### src/rtl/tx_resp_arbiter_if.sv
// UART TX byte handshake between the response arbiter (master) and the
// synchronised transmitter (slave): level-held VALID, byte taken while busy is high.
interface tx_resp_arbiter_if #(
    parameter int DATA_WIDTH = 8
);
    logic [DATA_WIDTH-1:0] P_DATA;
    logic                  UART_TX_VALID;
    logic                  UART_TX_busy;

    modport master (
        output P_DATA,
        output UART_TX_VALID,
        input  UART_TX_busy
    );

    modport slave (
        input  P_DATA,
        input  UART_TX_VALID,
        output UART_TX_busy
    );
endinterface

### src/rtl/tx_resp_arbiter.sv
// Response arbiter: one-entry holding registers for rf/alu/err results, fixed
// priority err > rf > alu, serialised into UART bytes (ALU low byte first).
module tx_resp_arbiter #(
    parameter int DATA_WIDTH = 8
) (
    input  logic                      clk,
    input  logic                      rst,
    input  logic [DATA_WIDTH-1:0]     rf_data,
    input  logic                      rf_vld,
    input  logic [2*DATA_WIDTH-1:0]   alu_data,
    input  logic                      alu_vld,
    input  logic [DATA_WIDTH-1:0]     err_code,
    input  logic                      err_vld,
    tx_resp_arbiter_if.master         tx,
    output logic [2:0]                drop,
    output logic                      idle
);

    typedef enum logic [1:0] {
        ST_IDLE,
        ST_SEND,
        ST_WAIT_DONE
    } state_e;

    // Values double as bit positions in the pending/drop vectors.
    typedef enum logic [1:0] {
        SRC_RF  = 2'd0,
        SRC_ALU = 2'd1,
        SRC_ERR = 2'd2
    } src_e;

    state_e                  state_q, state_d;
    src_e                    grant_q, grant_d;
    logic                    byte_idx_q, byte_idx_d;
    logic [2:0]              pend_q, pend_d;
    logic [2:0]              drop_q, drop_d;
    logic [DATA_WIDTH-1:0]   p_data_q, p_data_d;
    logic                    valid_q, valid_d;
    logic [DATA_WIDTH-1:0]   rf_hold_q, rf_hold_d;
    logic [2*DATA_WIDTH-1:0] alu_hold_q, alu_hold_d;
    logic [DATA_WIDTH-1:0]   err_hold_q, err_hold_d;

    logic [2:0] stb;
    logic [2:0] release_v;
    logic [2:0] cap;

    assign stb = {err_vld, alu_vld, rf_vld};

    always_comb begin
        // NOTE: every signal gets a default before the case so no path leaves one unassigned (no latches).
        state_d    = state_q;
        grant_d    = grant_q;
        byte_idx_d = byte_idx_q;
        p_data_d   = p_data_q;
        valid_d    = valid_q;
        release_v  = '0;

        unique case (state_q)
            ST_IDLE: begin
                if ((pend_q != '0) && !tx.UART_TX_busy) begin
                    if (pend_q[SRC_ERR]) begin
                        grant_d  = SRC_ERR;
                        p_data_d = err_hold_q;
                    end else if (pend_q[SRC_RF]) begin
                        grant_d  = SRC_RF;
                        p_data_d = rf_hold_q;
                    end else begin
                        grant_d  = SRC_ALU;
                        p_data_d = alu_hold_q[DATA_WIDTH-1:0];
                    end
                    byte_idx_d = 1'b0;
                    valid_d    = 1'b1;
                    state_d    = ST_SEND;
                end
            end
            ST_SEND: begin
                if (tx.UART_TX_busy) begin
                    valid_d = 1'b0;
                    state_d = ST_WAIT_DONE;
                    // The source is freed only once its final byte is taken.
                    if ((grant_q != SRC_ALU) || byte_idx_q) begin
                        release_v[0] = (grant_q == SRC_RF);
                        release_v[1] = (grant_q == SRC_ALU);
                        release_v[2] = (grant_q == SRC_ERR);
                    end
                end
            end
            ST_WAIT_DONE: begin
                if (!tx.UART_TX_busy) begin
                    if ((grant_q == SRC_ALU) && !byte_idx_q) begin
                        byte_idx_d = 1'b1;
                        p_data_d   = alu_hold_q[2*DATA_WIDTH-1:DATA_WIDTH];
                        valid_d    = 1'b1;
                        state_d    = ST_SEND;
                    end else begin
                        state_d = ST_IDLE;
                    end
                end
            end
            default: state_d = ST_IDLE;
        endcase
    end

    // A release on the same edge frees the slot, so the new strobe is taken rather than dropped.
    always_comb begin
        for (int i = 0; i < 3; i++) begin
            cap[i]    = stb[i] && (!pend_q[i] || release_v[i]);
            drop_d[i] = stb[i] && pend_q[i] && !release_v[i];
            pend_d[i] = cap[i] || (pend_q[i] && !release_v[i]);
        end
        rf_hold_d  = cap[SRC_RF]  ? rf_data  : rf_hold_q;
        alu_hold_d = cap[SRC_ALU] ? alu_data : alu_hold_q;
        err_hold_d = cap[SRC_ERR] ? err_code : err_hold_q;
    end

    // NOTE: state flops use non-blocking assignments so every flop samples pre-edge values.
    always_ff @(posedge clk) begin
        if (!rst) begin
            state_q    <= ST_IDLE;
            grant_q    <= SRC_RF;
            byte_idx_q <= 1'b0;
            pend_q     <= '0;
            drop_q     <= '0;
            p_data_q   <= '0;
            valid_q    <= 1'b0;
        end else begin
            state_q    <= state_d;
            grant_q    <= grant_d;
            byte_idx_q <= byte_idx_d;
            pend_q     <= pend_d;
            drop_q     <= drop_d;
            p_data_q   <= p_data_d;
            valid_q    <= valid_d;
        end
    end

    // NOTE: holding registers are not reset; the pending flags alone say whether they hold anything.
    always_ff @(posedge clk) begin
        rf_hold_q  <= rf_hold_d;
        alu_hold_q <= alu_hold_d;
        err_hold_q <= err_hold_d;
    end

    assign tx.P_DATA        = p_data_q;
    assign tx.UART_TX_VALID = valid_q;
    assign drop             = drop_q;
    assign idle             = (state_q == ST_IDLE) && (pend_q == '0);

endmodule

### src/flat_wrapper.sv
// flat-port wrapper written by rule: the top's interface ports become plain ports
module tx_resp_arbiter_flat 
#(
    parameter int DATA_WIDTH = 8
)
  (clk, rst, rf_data, rf_vld, alu_data, alu_vld, err_code, err_vld, drop, idle, tx_P_DATA, tx_UART_TX_VALID, tx_UART_TX_busy);
  tx_resp_arbiter_if #(.DATA_WIDTH(DATA_WIDTH)) tx_i ();
  input  logic clk;
  input  logic rst;
  input  logic [DATA_WIDTH-1:0] rf_data;
  input  logic rf_vld;
  input  logic [2*DATA_WIDTH-1:0] alu_data;
  input  logic alu_vld;
  input  logic [DATA_WIDTH-1:0] err_code;
  input  logic err_vld;
  output logic [2:0] drop;
  output logic idle;
  output wire logic [$bits(tx_i.P_DATA)-1:0] tx_P_DATA;
  output wire logic [$bits(tx_i.UART_TX_VALID)-1:0] tx_UART_TX_VALID;
  input wire logic [$bits(tx_i.UART_TX_busy)-1:0] tx_UART_TX_busy;
  assign tx_P_DATA = tx_i.P_DATA;
  assign tx_UART_TX_VALID = tx_i.UART_TX_VALID;
  assign tx_i.UART_TX_busy = tx_UART_TX_busy;
  tx_resp_arbiter #(.DATA_WIDTH(DATA_WIDTH)) u_core (.clk(clk), .rst(rst), .rf_data(rf_data), .rf_vld(rf_vld), .alu_data(alu_data), .alu_vld(alu_vld), .err_code(err_code), .err_vld(err_vld), .tx(tx_i), .drop(drop), .idle(idle));
endmodule
### config.mk
export PLATFORM = sky130hd
export DESIGN_NAME = tx_resp_arbiter_flat
export DESIGN_NICKNAME = d
export VERILOG_FILES = /design/src/rtl/tx_resp_arbiter_if.sv /design/src/rtl/tx_resp_arbiter.sv /design/src/flat_wrapper.sv
export SDC_FILE = /design/constraint.sdc
export NUM_CORES = 1
export LEC_CHECK = 0
export ABC_AREA = 1
export BUFFER_PORTS_ARGS = -buffer_cell sky130_fd_sc_hd__buf_2
export CAP_MARGIN = 20
export CORE_AREA = 2 2 71 73
export CTS_CLUSTER_DIAMETER = 120
export CTS_CLUSTER_SIZE = 10
export DETAILED_ROUTE_END_ITERATION = 10
export DIE_AREA = 0 0 73 75
export GPL_ROUTABILITY_DRIVEN = 0
export PLACE_DENSITY = 0.73
export SYNTH_ARGS = -nofsm -noshare
export SYNTH_HDL_FRONTEND = slang
export SYNTH_SLANG_ARGS = --single-unit
### constraint.sdc
create_clock -name clk -period 1.97 [get_ports clk]
set_input_delay 0.2955 -clock clk [delete_from_list [all_inputs] [get_ports clk]]
set_output_delay 0.2955 -clock clk [all_outputs]
set_load 0.1 [all_outputs]
Word-level counts from Yosys, hierarchy flattened
Cells that the tools add are included.
{ "totals": {"reg_bits": 52, "in_bits": 38, "output_inout_bits": 13, "wordCells": 82} }
{ "classes": {"n_eq_ne": 9, "mux": 23, "n_reduce_logical": 40} }
{ "ops": {"columns": ["op", "n"], "rows": [
  ["8-bit 2-to-1 mux", 5],
  ["8-bit one-hot mux with 2 select lines", 1],
  ["1-bit logical AND", 15],
  ["3-bit 2-to-1 mux", 3],
  ["1-bit zero test", 8],
  ["2-bit 2-to-1 mux", 4],
  ["1-bit logical OR", 7],
  ["1-bit 2-to-1 mux", 7],
  ["2-bit by 1-bit inequality test with 1-bit output, second input constant", 3],
  ["2-bit one-hot mux with 3 select lines", 1],
  ["3-bit nonzero test", 2],
  ["5-bit AND reduction", 1],
  ["2-bit by 1-bit equality test with 1-bit output, second input constant", 2],
  ["2-bit equality test, second input constant", 2],
  ["2-bit zero test", 2],
  ["2-bit inequality test, second input constant", 2],
  ["4-bit AND reduction", 1],
  ["3-bit zero test", 1],
  ["1-bit one-hot mux with 3 select lines", 1],
  ["3-bit AND reduction", 1],
  ["1-bit one-hot mux with 2 select lines", 1],
  ["2-bit AND reduction", 1],
  ["2-bit nonzero test", 1]
]} }

Logic depth before layout (Yosys ltp)
{ "depth": {"ltp_word": 8, "ltp_mapped": 9, "mapped_depth_nobuf": 8} }

Worst setup path after synthesis
OpenSTA, ideal clock, no wires.
{ "synth_timing": {"path_kind": "reg2out", "startpoint": "reg u_core.pend_q[2]", "endpoint": "out idle", "arrival_ns": 2.588, "required_time_ns": 1.674, "slack_ns": -0.913, "path_stages_with_launch": 4, "path_buffers": 0, "cell_sequence": "dfxtp_1 nor2_1 nand2_1 nor3_1"} }
{ "synth_via": {"elab_chain_cells": 2} }
{ "synth_lines": {"columns": ["item", "line", "source"], "rows": [
  ["start: declaration", "tx_resp_arbiter.sv:35", "logic [2:0] pend_q, pend_d;"],
  ["start signal: assignment", "tx_resp_arbiter.sv:130", "pend_q <= pend_d;"],
  ["3-bit zero test", "tx_resp_arbiter.sv:147", "assign idle = (state_q == ST_IDLE) && (pend_q == '0);"],
  ["1-bit logical AND", "tx_resp_arbiter.sv:147", null],
  ["end: declaration", "flat_wrapper.sv:17", "output logic idle;"]
]} }
No other way between the ends.

Final worst setup path
{ "layout_timing": {"startpoint": "reg u_core.pend_q[0]", "endpoint": "out idle"} }
Same word-level chain as after synthesis.

==> qor.csv <==
metric;value;unit
PwrDens;863;mW/mm^2
die height;75;um
H-Tree Depth;2;
relative slew slack;67.5;%
antenna cells;0;
top cells by count, synth;nand2_1, inv_1, edfxtp_1;
Setup crit start;u_core.pend_q[0];
asr flop ratio synth;0;%
Setup violations, final;0;
multiplexer area fraction after synthesis;0;%
post-synth top area share;42.7;%
xor/xnor share of the synthesized area;0;%
clk_skew;10.5;ps
FF-to-FF Start;u_core.state_q[0];
initial antenna violation count;0;
CTS tree;done;
Worst Path Max Fanout;12;
clk_lat worst skew;300;ps
leakage power;0.00135;uW
Crit path max-delay family;simple AND/OR/NAND/NOR gates;
Hold Crit Start;rf_data[2];
post_cts resized;0;
syn_nets;291;
Synth Instances;253;
CP Class;flip-flop to primary output;
largest net degree at the start of global routing;19;
sequential share of the synthesized area;60.5;%
Cells after DPL;356;
Final nets;347;
Peak VDD IR;0.604;mV
die width;73;um
Num Clock Sinks;52;
fin crit share;90.4;%
unrepaired setup endpoints after global routing;no;
number of fill cells;397;
Hold WC Path Type;primary input to flip-flop;
M1 WL;1.79;mm
CP cell instances;nor2_1 -> nand2_1 -> nor3_4 -> buf_6;
crit path capture type;primary output;
Yosys warnings;0;
routed wl met2;2.01;mm
Post-synth EDFFs;32;
WL/cell;11.2;um
slowest cell delay on critical path;440;ps
Synth Area in Compound Gates;2.67;%
Post-Synth Adder-Cell Area;0;%
CTS Buf Count;5;
Area growth syn-to-layout;18.5;%
# Max-Cap Violations;0;
initial core utilization;48.3;%
Congestion Overflow GR;0;
post-route ant nets;0;
TNS Setup;0;ps
DP HPWL;3.14;mm
Ports;51;
Synth Area in Simple Gates;26.5;%
number of global-route vias before repair;1564;
drt via density;4.62;
top_reg_cell synth;edfxtp_1;
slowest CP cell;dfxtp_1;
Distinct cells, synth;23;
final hold vios;0;
routed vias;1681;
# DRC;0;
IO Port Bufs;50;
Clock transition at path regs;90;ps
GRT Overall Usage;16.7;%
met3 wire len;194;um
clk root buf;clkbuf_8;
first-pass GRT wire length;6.76;mm
post-route insts no fill;364;
Synth area leaders;edfxtp_1, dfxtp_1, nand2_1;
hold_buf cts;0;
initial DRC count;60;
routed wire length;4.06;mm
share of layout cells above drive strength 1;22.6;%
# rows;25;
status;finished clean;
Peak Freq;561;MHz
Final Slew Violations;0;
clock buffer depth;2;
arrival time of the worst setup path;1490;ps
post-synth top area cell;edfxtp_1;
Highest Signal Layer;met4;
required time worst endpoint;1670;ps
1st-pass router iterations;4;
core region area;0.00466;sq mm
main combinational cell family by area after synthesis;simple AND/OR/NAND/NOR gates;
Post-Syn Area;0.00225;sq mm
Mapped Avg Cell Area;8.90;sq um
Slew @ Worst Pin;491;ps
Tmin final;1780;ps
Yosys reg bits;52;
Critical Path Start Type;flip-flop;
die area;0.00548;sq mm
Buf+Inv Stages, Crit Path;1;
most numerous cell in the Yosys netlist;nand2_1;
post-CTS setup buffers;0;
-- registers in the layout (all words and copies together), names as in the netlist --
name                     cells
u_core.err_hold_q            8
u_core.drop                  3
u_core.state_q               2
u_core.grant_q               2
u_core.rf_hold_q             8
u_core.tx.P_DATA             8
u_core.pend_q                3
u_core.byte_idx_q            1
u_core.tx.UART_TX_VALID      1
u_core.alu_hold_q           16
-- area by class of cell --
class                      instances  area (sq um)  share of cell area (%)
multi-input combinational        143           668                    25.1
sequential                        52          1360                    51.1
clock buffer                       6          72.6                    2.72
clock inverter                     2          11.3                   0.422
inverter                          53           199                    7.46
tap                               54          67.6                    2.53
timing repair buffer              54           287                    10.7
-- final timing paths --
| check | endpoint | slack (ps) | depth (start not counted) |
|---|---|---|---|
| hold / removal | u_core.rf_hold_q[2] | 160 | 1 |
| hold reg to reg | u_core.tx.UART_TX_VALID | 450 | 2 |
| setup reg to reg | u_core.alu_hold_q[4] | 270 | 4 |
| setup / recovery | idle | 190 | 4 |
-- stage by stage --
stage / power (uW) / hold WS (ps) / setup slack (ps) / area [sq um] / utilization, %
5_1_grt: 2410 / 146 / 46.3 / 2670 / 57.2
4_1_cts: 2320 / 153 / 4.01 / 2660 / 57.1
6_report: 2300 / 161 / 189 / 2670 / 57.2
3_3_place_gp: 1750 / 436 / 358 / 2580 / 55.3
2_1_floorplan: 1650 / 394 / 261 / 2260 / -
3_5_place_dp: 1760 / 444 / 297 / 2580 / 55.3
-- metal layers --
| metal | GRT usage [%] | vias to the layer above |
|---|---|---|
| met4 | 6.79 | 0 |
| met5 | 0 | - |
| li1 | - | 890 |
| met2 | 28.7 | 41 |
| met1 | 20.4 | 745 |
| met3 | 3.75 | 5 |
-- power by group --
part	switching, uW	internal, uW
Combinational	347	124
Sequential	32.0	1230
Clock	322	247
Total	701	1600
-- placed cells by master, fill, tap and decap left out, drive strengths merged --
master	synthesis	routed
clkinv	4	5
clkinvlp	0	1
nor3	4	4
edfxtp	32	32
buf	5	54
dfxtp	20	20
a21oi	10	10
nand2	80	80
and2	1	1
nand3	13	13
o21ai	2	2
inv	49	49
nand3b	9	9
clkbuf	0	6
nand4	2	2
nor2	22	22
-- kinds of logic after synthesis --
family | after synthesis
AO/OA/AOI/OAI | 12
buffers and inverters | 58
flip-flops | 52
AND/OR/NAND/NOR | 131
Note: power is estimated with default switching activity, not from simulation.
